[config.mk]
export PLATFORM = sky130hd
export DESIGN_NAME = alu_pipe
export DESIGN_NICKNAME = d
export VERILOG_FILES = /design/src/rtl/alu_pkg.sv /design/src/rtl/alu_decode.sv /design/src/rtl/alu_pipe.sv
export SDC_FILE = /design/constraint.sdc
export NUM_CORES = 2
export LEC_CHECK = 0
export CORE_UTILIZATION = 45
export DETAILED_ROUTE_END_ITERATION = 8
export PLACE_DENSITY_LB_ADDON = 0.25
export REMOVE_ABC_BUFFERS = 1
export SLEW_MARGIN = 20
export SYNTH_ARGS = -nofsm -noshare
export SYNTH_HDL_FRONTEND = slang
export SYNTH_HIERARCHICAL = 1
export SYNTH_SLANG_ARGS = --single-unit
[constraint.sdc]
create_clock -name clk -period 6.22 [get_ports clk]
set_input_delay 0.622 -clock clk [delete_from_list [all_inputs] [get_ports clk]]
set_output_delay 0.622 -clock clk [all_outputs]
set_load 0.05 [all_outputs]
[src/rtl/alu_pkg.sv]
// Shared encodings for the RV R-type ALU pipe: opcode/funct7 constants and
// the internal operation enumeration produced by alu_decode.
package alu_pkg;

  localparam logic [6:0] OP       = 7'b0110011;
  localparam logic [6:0] OP_32    = 7'b0111011;

  localparam logic [6:0] F7_BASE  = 7'b0000000;
  localparam logic [6:0] F7_ALT   = 7'b0100000;
  localparam logic [6:0] F7_SHADD = 7'b0010000;
  localparam logic [6:0] F7_ADDUW = 7'b0000100;

  localparam int unsigned OP_W = 5;

  typedef enum logic [OP_W-1:0] {
    ADD,
    SUB,
    SLL,
    SLT,
    SLTU,
    XOR,
    SRL,
    SRA,
    OR,
    AND,
    SH1ADD,
    SH2ADD,
    SH3ADD,
    ADDW,
    SUBW,
    ADD_UW,
    SH1ADD_UW,
    SH2ADD_UW,
    SH3ADD_UW,
    ILLEGAL
  } alu_op_e;

  // Left-shift applied to operand a by the shift-and-add family.
  function automatic int unsigned shadd_amt(alu_op_e op);
    case (op)
      SH1ADD, SH1ADD_UW: return 1;
      SH2ADD, SH2ADD_UW: return 2;
      SH3ADD, SH3ADD_UW: return 3;
      default:           return 0;
    endcase
  endfunction

endpackage

[src/rtl/alu_decode.sv]
// Combinational R-type decoder: opcode/funct3/funct7 to alu_op_e.
// The OP_32 group only exists on 64-bit datapaths.
module alu_decode
  import alu_pkg::*;
#(
  parameter int unsigned XLEN = 64
) (
  input  logic [6:0] opcode,
  input  logic [2:0] funct3,
  input  logic [6:0] funct7,
  output alu_op_e    op_c
);

  localparam bit RV64 = (XLEN == 64);

  always_comb begin
    op_c = ILLEGAL;
    if (opcode == OP) begin
      case (funct7)
        F7_BASE: begin
          case (funct3)
            3'b000:  op_c = ADD;
            3'b001:  op_c = SLL;
            3'b010:  op_c = SLT;
            3'b011:  op_c = SLTU;
            3'b100:  op_c = XOR;
            3'b101:  op_c = SRL;
            3'b110:  op_c = OR;
            default: op_c = AND;
          endcase
        end
        F7_ALT: begin
          case (funct3)
            3'b000:  op_c = SUB;
            3'b101:  op_c = SRA;
            default: op_c = ILLEGAL;
          endcase
        end
        F7_SHADD: begin
          case (funct3)
            3'b010:  op_c = SH1ADD;
            3'b100:  op_c = SH2ADD;
            3'b110:  op_c = SH3ADD;
            default: op_c = ILLEGAL;
          endcase
        end
        default: op_c = ILLEGAL;
      endcase
    end else if (RV64 && (opcode == OP_32)) begin
      case (funct7)
        F7_BASE:  op_c = (funct3 == 3'b000) ? ADDW   : ILLEGAL;
        F7_ALT:   op_c = (funct3 == 3'b000) ? SUBW   : ILLEGAL;
        F7_ADDUW: op_c = (funct3 == 3'b000) ? ADD_UW : ILLEGAL;
        F7_SHADD: begin
          case (funct3)
            3'b010:  op_c = SH1ADD_UW;
            3'b100:  op_c = SH2ADD_UW;
            3'b110:  op_c = SH3ADD_UW;
            default: op_c = ILLEGAL;
          endcase
        end
        default: op_c = ILLEGAL;
      endcase
    end
  end

endmodule

[src/rtl/alu_pipe.sv]
// Two-stage valid/ready ALU: stage 1 holds the decoded op and operands,
// stage 2 holds the result. One op per cycle, strictly in order.
module alu_pipe
  import alu_pkg::*;
#(
  parameter int unsigned XLEN  = 64,
  parameter int unsigned TAG_W = 5
) (
  input  logic             clk,
  input  logic             rst_n,
  input  logic             in_valid,
  output logic             in_ready,
  input  logic [XLEN-1:0]  a,
  input  logic [XLEN-1:0]  b,
  input  logic [6:0]       opcode,
  input  logic [2:0]       funct3,
  input  logic [6:0]       funct7,
  input  logic [TAG_W-1:0] in_tag,
  output logic             out_valid,
  input  logic             out_ready,
  output logic [XLEN-1:0]  result,
  output logic [TAG_W-1:0] out_tag,
  output logic             illegal
);

  localparam int unsigned SHW = $clog2(XLEN);

  alu_op_e          dec_op_c;
  logic             s1_valid;
  alu_op_e          s1_op;
  logic [XLEN-1:0]  s1_a;
  logic [XLEN-1:0]  s1_b;
  logic [TAG_W-1:0] s1_tag;

  logic             s2_ready_c;
  logic             s1_adv_c;

  logic [XLEN-1:0]  a_uw_c;
  logic [XLEN-1:0]  sum_c;
  logic [XLEN-1:0]  diff_c;
  logic [SHW-1:0]   shamt_c;
  logic [XLEN-1:0]  alu_res_c;

  function automatic logic [XLEN-1:0] sext32(logic [XLEN-1:0] v);
    return XLEN'($signed(v[31:0]));
  endfunction

  alu_decode #(
    .XLEN (XLEN)
  ) u_decode (
    .opcode (opcode),
    .funct3 (funct3),
    .funct7 (funct7),
    .op_c   (dec_op_c)
  );

  // Stage 2 frees up when empty or drained this cycle; stage 1 follows it.
  assign s2_ready_c = !out_valid || out_ready;
  assign s1_adv_c   = s1_valid && s2_ready_c;
  assign in_ready   = !s1_valid || s1_adv_c;

  always_ff @(posedge clk or negedge rst_n) begin
    if (!rst_n) begin
      s1_valid <= 1'b0;
      s1_op    <= ILLEGAL;
      s1_a     <= '0;
      s1_b     <= '0;
      s1_tag   <= '0;
    end else if (in_ready) begin
      s1_valid <= in_valid;
      if (in_valid) begin
        s1_op  <= dec_op_c;
        s1_a   <= a;
        s1_b   <= b;
        s1_tag <= in_tag;
      end
    end
  end

  // Execute on stage 1 contents; illegal ops yield zero.
  always_comb begin
    a_uw_c    = XLEN'(s1_a[31:0]);
    sum_c     = s1_a + s1_b;
    diff_c    = s1_a - s1_b;
    shamt_c   = s1_b[SHW-1:0];
    alu_res_c = '0;
    case (s1_op)
      ADD:       alu_res_c = sum_c;
      SUB:       alu_res_c = diff_c;
      SLL:       alu_res_c = s1_a << shamt_c;
      SLT:       alu_res_c = XLEN'($signed(s1_a) < $signed(s1_b));
      SLTU:      alu_res_c = XLEN'(s1_a < s1_b);
      XOR:       alu_res_c = s1_a ^ s1_b;
      SRL:       alu_res_c = s1_a >> shamt_c;
      SRA:       alu_res_c = XLEN'($signed(s1_a) >>> shamt_c);
      OR:        alu_res_c = s1_a | s1_b;
      AND:       alu_res_c = s1_a & s1_b;
      SH1ADD,
      SH2ADD,
      SH3ADD:    alu_res_c = (s1_a << shadd_amt(s1_op)) + s1_b;
      ADDW:      alu_res_c = sext32(sum_c);
      SUBW:      alu_res_c = sext32(diff_c);
      ADD_UW:    alu_res_c = a_uw_c + s1_b;
      SH1ADD_UW,
      SH2ADD_UW,
      SH3ADD_UW: alu_res_c = (a_uw_c << shadd_amt(s1_op)) + s1_b;
      default:   alu_res_c = '0;
    endcase
  end

  always_ff @(posedge clk or negedge rst_n) begin
    if (!rst_n) begin
      out_valid <= 1'b0;
      result    <= '0;
      out_tag   <= '0;
      illegal   <= 1'b0;
    end else if (s2_ready_c) begin
      out_valid <= s1_valid;
      if (s1_valid) begin
        result  <= alu_res_c;
        out_tag <= s1_tag;
        illegal <= (s1_op == ILLEGAL);
      end
    end
  end

endmodule

# Word level (Yosys, flattened, before mapping)
# Cells that the tools add are included.
dict set report classes {
  n_addsub 5
  order_cmp 2
  eq_ne 30
  shifts 5
  muxes 15
  n_bitwise 3
  n_reduce_logical 15
}
# cell n
set ops {}
lappend ops {{64-bit case mux with 15 select lines} 1}
lappend ops {{64-bit adder} 3}
lappend ops {{64-bit < comparator} 2}
lappend ops {{32-bit by 64-bit adder with 64-bit output} 1}
lappend ops {{64-bit bitwise AND} 1}
lappend ops {{32-bit 2-to-1 mux} 2}
lappend ops {{64-bit OR} 1}
lappend ops {{32-bit by 32-bit left shift with 64-bit output} 1}
lappend ops {{64-bit by 32-bit left shift with 64-bit output} 1}
lappend ops {{64-bit by 6-bit left shift with 64-bit output} 1}
lappend ops {{64-bit by 6-bit right shift with 64-bit output} 1}
lappend ops {{64-bit by 6-bit >>> shifter with 64-bit output} 1}
lappend ops {{64-bit subtractor} 1}
lappend ops {{64-bit XOR} 1}
lappend ops {{5-bit by 4-bit == test with 1-bit output, second input constant} 8}
lappend ops {{5-bit case mux with 3 select lines} 2}
lappend ops {{4-bit case mux with 7 select lines} 1}
lappend ops {{5-bit 2-to-1 mux} 5}
lappend ops {{7-bit by 6-bit == test with 1-bit output, second input constant} 3}
lappend ops {{5-bit by 3-bit == test with 1-bit output, second input constant} 4}
lappend ops {{5-bit == test, second input constant} 4}
lappend ops {{5-bit case mux with 4 select lines} 1}
lappend ops {{2-bit case mux with 3 select lines} 2}
lappend ops {{5-bit by 2-bit == test with 1-bit output, second input constant} 2}
lappend ops {{16 further kinds} 25}
dict set report word_totals {
  reg_bits 210
  inputBits 154
  out_inout_bits 72
  elab_cells 84
}

# Logic depth before layout (Yosys ltp)
dict set report logic_depth {
  depth_word 7
  depth_mapped 24
  depth_no_buf 20
}

# Cells and area by module
# The synthesis kept the hierarchy.
# mod n_inst cells_per_inst area_each_um2 seq_area_each_um2
set by_module_without_submodules {}
lappend by_module_without_submodules {alu_pipe 1 4420 33663.5 5258.8}
lappend by_module_without_submodules {alu_decode 1 56 350.3 0.0}

# Worst setup path after synthesis
# Ideal clock, no wire load.
dict set report synth_path {
  path_type {register to register}
  start {reg s1_op[4]}
  end {reg result[54]}
  setup_time_ns 0.082
  arrival_time_ns 5.026
  required_ns 6.138
  setup_slack_ns 1.112
  path_stages_with_launch 20
  path_buffers 5
  path_cell_list {dfstp_2 > clkbuf_1 > buf_1 > a22oi_1 > nor2_1 > buf_2 > clkbuf_1 > clkbuf_1 > o21ai_0 > ha_1 > and2b_1 > o211ai_1 > a211oi_2 > or4_1 > and3_4 > a211oi_4 > o41ai_2 > a31o_1 > o311a_1 > a22oi_2}
}
dict set report synth_via {
  elab_chain_cells 7
}
# item line_no
set synth_lines {}
lappend synth_lines {{start, declared} alu_pipe.sv:30} ;# alu_op_e s1_op;
lappend synth_lines {{start signal, assigned} alu_pipe.sv:72} ;# s1_op <= dec_op_c;
lappend synth_lines {{5-bit == test / 5-bit by 4-bit == test with 1-bit output (equally long branches)} {alu_pkg.sv:40, alu_pipe.sv:87}}
lappend synth_lines {{2-bit OR reduction} alu_pkg.sv:40} ;# case (op)
lappend synth_lines {{2-bit case mux with 3 select lines} alu_pkg.sv:40}
lappend synth_lines {{32-bit 2-to-1 mux} alu_pipe.sv:87} ;# case (s1_op)
lappend synth_lines {{64-bit by 32-bit left shift with 64-bit output / 32-bit by 32-bit left shift with 64-bit output (equally long branches)} {alu_pipe.sv:100, alu_pipe.sv:106}}
lappend synth_lines {{64-bit adder (on tied branches)} {alu_pipe.sv:100, alu_pipe.sv:106}}
lappend synth_lines {{64-bit case mux with 15 select lines *} alu_pipe.sv:87}
lappend synth_lines {{end signal, assigned} alu_pipe.sv:120} ;# result <= alu_res_c;
lappend synth_lines {{end, declared} alu_pipe.sv:21} ;# output logic [XLEN-1:0] result,
# Every way passes the cells marked *; elsewhere a longest branch is shown, timed or not. The select of a mux whose other input is x is not followed.
# A chain may end at the register's enable or synchronous reset.

# Worst setup path after layout
dict set report layout_path {
  start {reg s1_op[2]}
  end {reg result[57]}
}
# The elaborated chain is that of the path after synthesis.

==> results.toml <==
[clocking]
clock-root-buffer = "clkbuf_16"
path_clk_slew_ps = 60
htreeDepth = 1
cts_resized = 0
tritoncts = "built"
cts_buffers = 29
clkLatencyLatePin_ps = 640
ctsHoldBuffers = 0
clockBufferDepth = 3
post-cts-setup-buffer-count = 0
cts_sinks = 210

[outcome]
status = "complete, no violations"

[logic_synthesis]
syn_inst = 4476
synthArstFlopShare = 1.00
ys_ff_latch = 210
ys.flop_type = "dfrtp_1"
ys_types = 116
synth_top_area_cell = "dfrtp_1"
synthesis.area_per_instance_um2 = 7.60
synth_edf_count = 0
synthesis.area_mm2 = 0.0340
ys_warn_count = 6
synth-seq-area-share = 0.155
yosys-top-cells-area = "dfrtp_1 (15%), ha_1 (9.4%), mux4_2 (8.7%)"
synth_top_cell_area_share = 0.152

[critical_path]
crit_slowest_cell = "buf_4"
r2r_start = "s1_op[2]$_DFFE_PN0P_"
cp_data_arrival_time_ps = 6560
cp_max_fo = 49
rrSetupSlack_ps = 140
slowest_delay_ps = 600
path_cells = "nor3b_1 > o21bai_1 > a21oi_4 > buf_4 > mux4_2 > ha_1 > nand4_1 > a2111o_1 > a31oi_1 > nand3_1 > a41oi_1 > nand2_1 > o21ai_0 > xnor2_1 > a21oi_1 > a32oi_1"
cp-startpoint = "s1_op[2]$_DFFE_PN0P_"
path_delay_family = "compound AO/OA/AOI/OAI gates"
endpoint_kind = "register"
required_ps = 6700
start_kind = "register"
path_buf_inv = 1
worstSetupPathType = "reg -> reg"

[detailed_routing]
vias_per_cell = 7.32
wirelength_mm = 197
wl_met3_mm = 33.0
drc = 0
wl_met2_mm = 76.4
detailroute.via_count = 40340
ant_nets = 0
dr.pass1.iters = 8
top_layer = "met5"
met1_length_mm = 75.1
drtIter0Drc = 7100
wl_per_cell_um = 35.7

[power_and_ir_drop]
powerDensity_mw_per_mm2 = 308
leakagePower_nw = 15.6
vdd_ir_drop_max_v = 0.000262

[floorplanning]
rows = 100
die_w_um = 277
die_h_um = 277
die_area_mm2 = 0.0767
initial_core_util = 0.456
ios = 226
coreArea_mm2 = 0.0746

[sta]
hold_viol = 0
slew_viol_final = 0
fin_crit_sh = 0.978
timing.hold.ws_ps = 3.89
rsz0062_at_grt = "false"
slew_headroom = 0.109
fin_worst_skew_ps = 23.9
fin_crit_ps = 6080
finalSetupViolCount = 0
setup_tns_ps = 0
tightest_slew_ps = 1320
clock.fmax_mhz = 164

[placed_design]
port_buffers = 225
hpwlAfterDp_mm = 155
gp_congestion = 1.12

[global_routing]
grt_start_max_net_pins = 115
grt_use_total = 0.494
grt_pass1_wl_mm = 275
grt_pass1_vias = 36725
antenna_found_initial = 18
grt_remaining_overflow = 0

[layout]
final.fill_count = 7372
multi_input_area_mm2 = 0.0264
seqCellArea_mm2 = 0.00528
drive_gt1_frac = 0.135
synthToLayoutAreaGrowth_pct = 13.0
final_nets = 4926

[worst_hold_path]
hold_path.class = "in -> async"

[flow_run]
max_cap_viol_count = 0
per-stage QoR:
step	power [mW]	util	instance area (µm²)	setup WS, ps	cells
2_1_floorplan	6.63	-	32400	-2320	4082
3_3_place_gp	9.51	0.500	37300	375	5441
3_5_place_dp	9.48	0.500	37300	351	5441
4_1_cts	11.3	0.514	38300	328	5495
5_1_grt	12.1	0.515	38400	24.5	5505
6_report	11.8	0.515	38400	137	5514
flip-flops by register name, indices dropped and copies added, names as in the netlist:
signal	flops
result	64
s1_a	64
s1_b	64
out_tag	5
s1_op	5
s1_tag	5
illegal	1
out_valid	1
s1_valid	1
metal layers:
layer,global-route usage,up-vias
met4,0.239,18
met5,0.0181,-
met3,0.221,639
li1,-,16789
met2,0.680,3403
met1,0.647,19491
Yosys cell counts (28+ instances only):
master	count
nor2_1	531
a21oi_1	416
nand2_1	388
o21ai_0	313
clkbuf_1	302
ha_1	256
inv_1	228
dfrtp_1	207
mux2_2	165
mux4_2	131
mux2i_1	121
a221oi_1	86
o22ai_1	83
nor3_1	75
nand3_1	66
xnor2_1	63
a21o_1	55
nand4_1	55
o31ai_1	55
a211oi_1	51
a22oi_1	47
o221ai_1	44
a31oi_1	43
o21bai_1	43
buf_2	42
o211ai_1	38
nor4_1	33
nand2b_1	30
buf_1	29
o21a_1	29
nor2b_1	28
worst paths after layout:
kind | end | depth (start not counted)
min in group clk | result[5]$_DFFE_PN0P_ | 2
min | s1_b[18]$_DFFE_PN0P_ | 1
max reg2reg | result[57]$_DFFE_PN0P_ | 16
min reg2reg | result[5]$_DFFE_PN0P_ | 2
max in group asynchronous | s1_b[3]$_DFFE_PN0P_ | 2
max | result[57]$_DFFE_PN0P_ | 16
cells by family after synthesis:
family | synth area share
AO/OA/AOI/OAI | 0.302
XOR/XNOR | 0.0219
adder cells (fa/ha/maj) | 0.0959
buffers and inverters | 0.0739
flip-flops | 0.155
multiplexers | 0.177
AND/OR/NAND/NOR | 0.174
final cells by class:
class / instances / share of cell area
antenna: 9 / 0.000586
clock buffer: 39 / 0.0212
clock inverter: 15 / 0.00449
inverter: 232 / 0.0228
multi-input combinational: 3640 / 0.687
sequential: 210 / 0.137
tap: 969 / 0.0315
timing repair buffer: 400 / 0.0955
power breakdown:
group          internal (mW)  switching (mW)  total (mW)  leakage, nW
logic                   2.67            5.46        8.13         12.5
registers               1.50           0.397        1.90         2.59
clock network           1.04           0.761        1.80        0.480
cell usage in the layout (no fill, tap or decap), types with 30 or more instances in the layout:
cell type,instances
nor3_1,73
inv_1,226
dfrtp_1,202
xnor2_1,63
a21o_1,54
a21oi_1,414
o31ai_1,55
o221ai_1,43
o21bai_1,43
ha_1,256
nand2_1,386
a211oi_1,48
nand3_1,66
o211ai_1,38
mux2i_1,121
clkdlybuf4s50_1,224
o21ai_0,312
a221oi_1,84
buf_4,164
a31oi_1,43
nor4_1,30
nand4_1,55
mux2_2,165
a22oi_1,47
mux4_2,131
o22ai_1,83
nor2_1,525
No activity file was read; power rests on OpenSTA's default activity.
